===== config.mk =====
export PLATFORM = sky130hd
export DESIGN_NAME = burst_channel
export DESIGN_NICKNAME = d
export VERILOG_FILES = /design/src/rtl/burst_channel_pkg.sv /design/src/rtl/burst_channel_lfsr16.sv /design/src/rtl/burst_channel.sv
export SDC_FILE = /design/constraint.sdc
export NUM_CORES = 1
export LEC_CHECK = 0
export CAP_MARGIN = 15
export CORE_ASPECT_RATIO = 0.9
export CORE_MARGIN = 3
export CORE_UTILIZATION = 52
export DETAILED_ROUTE_END_ITERATION = 8
export PLACE_DENSITY_LB_ADDON = 0.08
export SYNTH_ARGS = -nofsm -noshare
export SYNTH_HDL_FRONTEND = slang
export SYNTH_SLANG_ARGS = --single-unit

===== constraint.sdc =====
create_clock -name clk -period 4.4 [get_ports clk]
set_input_delay 0.88 -clock clk [delete_from_list [all_inputs] [get_ports clk]]
set_output_delay 0.88 -clock clk [all_outputs]
set_load 0.05 [all_outputs]

===== src/rtl/burst_channel_pkg.sv =====
// Shared types and constants for the burst error-injection channel.
// Mode and FSM encodings, LFSR polynomial taps and the default seed.
package burst_channel_pkg;

  typedef enum logic [1:0] {
    MODE_OFF      = 2'd0,
    MODE_PERIODIC = 2'd1,
    MODE_RANDOM   = 2'd2,
    MODE_BURST    = 2'd3
  } mode_e;

  typedef enum logic [1:0] {
    ST_IDLE  = 2'd0,
    ST_BURST = 2'd1,
    ST_DONE  = 2'd2
  } state_e;

  // x^16 + x^14 + x^13 + x^11 + 1, right-shifting Galois form
  localparam logic [15:0] LFSR_TAPS    = 16'hB400;
  localparam logic [15:0] DEFAULT_SEED = 16'hACE1;

  function automatic logic [15:0] lfsr_step(input logic [15:0] s);
    return (s >> 1) ^ (s[0] ? LFSR_TAPS : 16'h0000);
  endfunction

endpackage


===== src/rtl/burst_channel_lfsr16.sv =====
// 16-bit Galois LFSR that steps once per adv pulse.
// An all-zero seed would lock up, so it is replaced by 1 on reset.
module lfsr16
  import burst_channel_pkg::*;
(
  input  logic        clk,
  input  logic        rst,
  input  logic        adv,
  input  logic [15:0] seed,
  output logic [15:0] state
);

  always_ff @(posedge clk) begin
    if (rst) begin
      state <= (seed == 16'h0000) ? 16'h0001 : seed;
    end else if (adv) begin
      state <= lfsr_step(state);
    end
  end

endmodule


===== src/rtl/burst_channel.sv =====
// Channel model that corrupts code symbols by XOR with a mask, in one of
// four modes, over a finite window of accepted symbols.
//
//   state    | meaning
//   ST_IDLE  | no burst in progress; a trigger may start one (BURST mode)
//   ST_BURST | corrupting the remaining rem symbols of a burst
//   ST_DONE  | window exhausted; everything passes clean until clear/reset
module burst_channel
  import burst_channel_pkg::*;
#(
  parameter int          W      = 2,
  parameter int          N      = 4,
  parameter int          PLOG   = 5,
  parameter int          WINDOW = 256,
  parameter int          CW     = 16,
  parameter logic [15:0] SEED   = DEFAULT_SEED
) (
  input  logic          clk,
  input  logic          rst,
  input  logic          clear_i,
  input  logic          valid_i,
  input  logic [W-1:0]  sym_i,
  input  logic [1:0]    mode_i,
  input  logic [3:0]    burst_len_i,
  input  logic [W-1:0]  mask_i,
  output logic          valid_o,
  output logic [W-1:0]  sym_o,
  output logic [W-1:0]  flip_o,
  output logic [CW-1:0] sym_ct_o,
  output logic [CW-1:0] err_bit_ct_o,
  output logic          done_o
);

  localparam int            PERIOD    = 1 << PLOG;
  localparam logic [CW-1:0] WIN_CT    = CW'(WINDOW);
  localparam logic [CW-1:0] WIN_LAST  = CW'(WINDOW - 1);
  localparam logic [15:0]   TRIG_MASK = 16'((1 << N) - 1);

  state_e        state;
  logic [3:0]    rem;
  logic [15:0]   lfsr;
  logic          accept;
  logic          trigger;
  logic          eligible;
  logic          in_tail;
  logic [W-1:0]  flip;
  logic [CW-1:0] pop;
  logic [CW:0]   err_sum;

  // Cleared symbols are not accepted, so they never step the LFSR.
  assign accept = valid_i & ~clear_i;

  lfsr16 u_lfsr (
    .clk   (clk),
    .rst   (rst),
    .adv   (accept),
    .seed  (SEED),
    .state (lfsr)
  );

  assign trigger  = ((lfsr & TRIG_MASK) == 16'h0000);
  assign eligible = accept && (sym_ct_o < WIN_CT) && (burst_len_i != 4'd0)
                    && (state != ST_DONE);
  assign in_tail  = (32'(sym_ct_o[PLOG-1:0]) + 32'(burst_len_i)) >= 32'(PERIOD);

  always_comb begin
    flip = '0;
    if (eligible) begin
      case (mode_i)
        MODE_PERIODIC: if (in_tail) flip = mask_i;
        MODE_RANDOM:   if (trigger) flip = mask_i;
        MODE_BURST:    if (state == ST_BURST || trigger) flip = mask_i;
        default:       flip = '0;
      endcase
    end
  end

  always_comb begin
    pop = '0;
    for (int i = 0; i < W; i++) begin
      pop = pop + CW'(flip[i]);
    end
  end

  assign err_sum = {1'b0, err_bit_ct_o} + {1'b0, pop};

  always_ff @(posedge clk) begin
    if (rst) begin
      valid_o      <= 1'b0;
      sym_o        <= '0;
      flip_o       <= '0;
      sym_ct_o     <= '0;
      err_bit_ct_o <= '0;
      done_o       <= 1'b0;
      state        <= ST_IDLE;
      rem          <= '0;
    end else begin
      valid_o <= valid_i;
      sym_o   <= valid_i ? (sym_i ^ flip) : '0;
      flip_o  <= flip;
      if (clear_i) begin
        sym_ct_o     <= '0;
        err_bit_ct_o <= '0;
        done_o       <= 1'b0;
        state        <= ST_IDLE;
        rem          <= '0;
      end else if (valid_i) begin
        err_bit_ct_o <= err_sum[CW] ? '1 : err_sum[CW-1:0];
        if (sym_ct_o < WIN_CT) sym_ct_o <= sym_ct_o + CW'(1);
        // The last window symbol drops any burst still in flight.
        if (sym_ct_o == WIN_LAST) begin
          done_o <= 1'b1;
          state  <= ST_DONE;
          rem    <= '0;
        end else begin
          case (state)
            ST_IDLE: begin
              if (eligible && mode_i == MODE_BURST && trigger && burst_len_i > 4'd1) begin
                state <= ST_BURST;
                rem   <= burst_len_i - 4'd1;
              end
            end
            ST_BURST: begin
              if (!eligible || mode_i != MODE_BURST || rem == 4'd1) begin
                state <= ST_IDLE;
                rem   <= '0;
              end else begin
                rem <= rem - 4'd1;
              end
            end
            default: ;
          endcase
        end
      end
    end
  end

endmodule


==> summary.md <==
| Metric | Value |
|---|---|
| Asr flop ratio synth | 0% |
| First-pass GRT wire length | 11.2 mm |
| Hold Startpoint | u_lfsr.state[9]$_SDFFE_PP0P_ |
| Initial Util | a little under three fifths |
| EDFF count, synth | 0 |
| Switch share | a little over a fifth |
| Met2 GRT Util | 31.9% |
| Wire per inst | ~14 um |
| Total leakage power | 0.00138 uW |
| Vias per inst | 5.61 |
| Synth Flop Type | dfxtp_1 |
| Syn_area_per_cell | just under 9 sq um |
| Residual DRC | 0 |
| Layout area overhead | 28.7% |
| Placed Area | roughly 3400 sq um |
| Final Routed Wirelength | between 6 and 7 mm |
| Post-Layout Inst Area | approximately 3700 sq um |
| GPL Wtd Cong | about 0.88 |
| Worst path top cell family by delay | simple AND/OR/NAND/NOR gates |
| PwrDens | between 300 and 400 nW/um^2 |
| HP Class | flop to flop |
| Vias in the first global route | approximately 2400 |
| Syn. warnings | 0 |
| R2R Setup Slk | ~0.7 ns |
| Yosys cell types | 48 |
| Reg2Reg Launch Point | sym_ct_o[11]$_SDFFE_PP0P_ |
| Hold Path Stages | 2 |
| CTS sink count | 60 |
| CTS Buffer Depth | 2 |
| Max Fclk | 239 MHz |
| Diode count | 0 |
| Crit Path Class | input port to flop |
| Root Buffer | clkbuf_8 |
| Synthesized area | about 2900 sq um |
| Critical path, cell by cell | clkdlybuf4s50_1 > inv_1 > ha_1 > or3b_2 > and4_1 > o2111ai_1 > nand2b_1 > fa_1 > inv_1 > ha_1 > and3_1 > nand4_1 > or3_1 > a21oi_1 |
| Crit path buf inv count | 3 |
| # H-tree levels | 3 |
| Worst Hold Endpoint | u_lfsr.state[8]$_SDFFE_PP0P_ |
| Max Slew Vio Count | 0 |
| GRT overflow | 0 |
| Critical Path Source Type | input port |
| Final net count | roughly 410 |
| Synthesis-stage register bit count | 60 |
| Hold Buf Count CTS | 0 |
| Met1 Use GR | between 20% and 30% |
| Clock latency on the worst-skew pair | around 0.35 ns |
| # port buffers | between 50 and 60 |
| Detail Route Antenna Nets | 0 |
| Switching pwr | 277 uW |
| Status | finished clean |
| Tmin final | roughly 4.2 ns |
| Slew HR | about 47% |
| Reg2reg path depth | 11 |
| First-pass iteration count of the detailed router | 4 |
| Critical path data required time | ~4.7 ns |
| Reg power frac | a little over two fifths |
| Core box area | between 5000 and 6000 sq um |
| Initial antenna violation count | 0 |
| Layer with the highest usage | met2 |
| Initial drt markers | between 100 and 150 |
| Post-CTS Resized | 0 |
| Row Count | 24 |
| Proportion of layout cells with a drive suffix above 1 | roughly 8% |
| GRT met3 Usage | under 10% |
| Post-placement setup slack | -0.125 ns |
| Net Count, Synth | between 300 and 400 |
| Die ar. | 6420 sq um |
| Hold Fails Final Rpt | 0 |
| Unrepaired setup endpoints after global routing | false |
| TritonCTS clock tree | done |
| # IOs | 52 |
| Postcts setup bufs | 0 |
| Combinational share of power | under 10% |
| Cts bufs inserted | 9 |
| CP max stage cell | or3_1 |
| Height of the die | between 70 and 80 um |
| Worst Tran Pin Value | about 0.80 ns |
| Sequential area share after synthesis | 42.0% |
| Setup_tns | 0 ns |
| Die X | 84.1 um |
| R2R Path End | err_bit_ct_o[11]$_SDFFE_PP0P_ |
| VDD IR-drop max | 0.237 mV |
| Gr usage total | a little over a fifth |
| Clock network fraction of total power | about half |
| Detailed Place HPWL | approximately 4.5 mm |
| Maximum number of pins on one net before global-route repair | 32 |
| Tcrit/Tclk final | a little over nine tenths |
| Critical path peak fanout | 13 |
| Layout Utilization | slightly above 70% |
| DR vias | about 2500 |
| Crit. End Element | flop |
| Max Cap Viol | 0 |
| Setup violations, final | 0 |
| Worst hold slack | 0.454 ns |
| Skew final | 0.00769 ns |
| Setup ws final | about 0.22 ns |
| Int Power | 997 uW |
| FILL cells | between 300 and 400 |
| CP max stage delay | around 0.58 ns |
| Worst EP arrival | around 4.5 ns |
| Cells after Synth | about 330 |
| Worst-path clk slew | about 0.060 ns |
## stage by stage
stage	std cells	total power [uW]
floorplan	328	629
global placement	434	659
detailed placement	434	661
CTS	450	1280
global route	450	1320
finish	450	1270
## area by class of cell
class	instances	area (sq um)	share of cell area, %
clock buffer	12	155	4.22
inverter	12	45.0	1.23
multi-input combinational	242	1560	42.4
sequential	60	1200	32.7
tap	65	81.3	2.21
timing repair buffer	55	541	14.7
clock inverter	4	95.1	2.59
## cells in the mapped netlist, types with 9 or more instances
cell | count | area share, %
dfxtp_1 | 60 | 42
ha_1 | 11 | 4.8
xor2_1 | 9 | 2.8
and2_1 | 10 | 2.2
xnor2_1 | 10 | 3.1
clkbuf_1 | 13 | 1.7
inv_1 | 12 | 1.6
nand2_1 | 42 | 5.5
nor2_1 | 27 | 3.5
nand4_1 | 9 | 2.0
nand3_1 | 9 | 1.6
a21oi_1 | 28 | 4.9
## cell usage in the layout, fill, tap and decap left out, drive strengths merged, types with 4 or more instances in the layout
| cell | n |
|---|---|
| or4 | 4 |
| nor3 | 4 |
| xnor2 | 10 |
| or3 | 6 |
| buf | 4 |
| nand3 | 9 |
| clkdlybuf4s50 | 51 |
| dfxtp | 60 |
| a21oi | 28 |
| nand2b | 8 |
| and2 | 10 |
| ha | 11 |
| clkbuf | 12 |
| nand2 | 42 |
| nor4 | 7 |
| nand4 | 9 |
| nor2 | 27 |
| xor2 | 9 |
| inv | 12 |
| nand3b | 6 |
| o21ai | 8 |
## power by group through the flow
stage	Clock [uW]	Sequential, uW	Combinational (uW)
6_report	625	561	88.4
2_1_floorplan	0	579	50.1
3_3_place_gp	0	572	86.5
4_1_cts	635	561	88.4
3_5_place_dp	0	573	87.6
5_1_grt	664	562	97.9
## state kept, by name, summed over array words and instances, names as in the netlist
register,count
valid_o,1
sym_ct_o,16
flip_o,2
state,2
rem,4
u_lfsr.state,16
done_o,1
err_bit_ct_o,16
sym_o,2
## worst max-delay path by stage
stage | startpoint | depth (start not counted) | slack [ns] | end
after global routing | burst_len_i[1] | 14 | 0.02 | err_bit_ct_o[11]$_SDFFE_PP0P_
after CTS | burst_len_i[1] | 14 | 0.24 | err_bit_ct_o[11]$_SDFFE_PP0P_
after floorplan | burst_len_i[0] | 14 | 0.68 | err_bit_ct_o[0]$_SDFFE_PP0P_
after detailed placement | burst_len_i[1] | 14 | -0.13 | err_bit_ct_o[7]$_SDFFE_PP0P_
after global placement | burst_len_i[1] | 14 | 0.08 | err_bit_ct_o[10]$_SDFFE_PP0P_
final | burst_len_i[1] | 14 | 0.22 | err_bit_ct_o[11]$_SDFFE_PP0P_
## tightest hold or removal path, cell delays in order, from the launching register on
cell	delay (ns)
dfxtp_1	0.31
nand2_1	0.05
a21oi_1	0.05
## layer usage
metal / up-vias / wire length [um]
li1: 1258 / -
met1: 1163 / 3100
met2: 93 / 2820
met3: 11 / 491
met4: 0 / 95
met5: - / 0
## cells by family after synthesis
family	share of synthesized area [%]
AO/OA/AOI/OAI	15.3
XOR/XNOR	5.83
adder cells (fa/ha/maj)	5.52
buffers and inverters	3.42
flip-flops	42.0
multiplexers	0.701
AND/OR/NAND/NOR	27.2
Power figures use the tool's default switching activity.
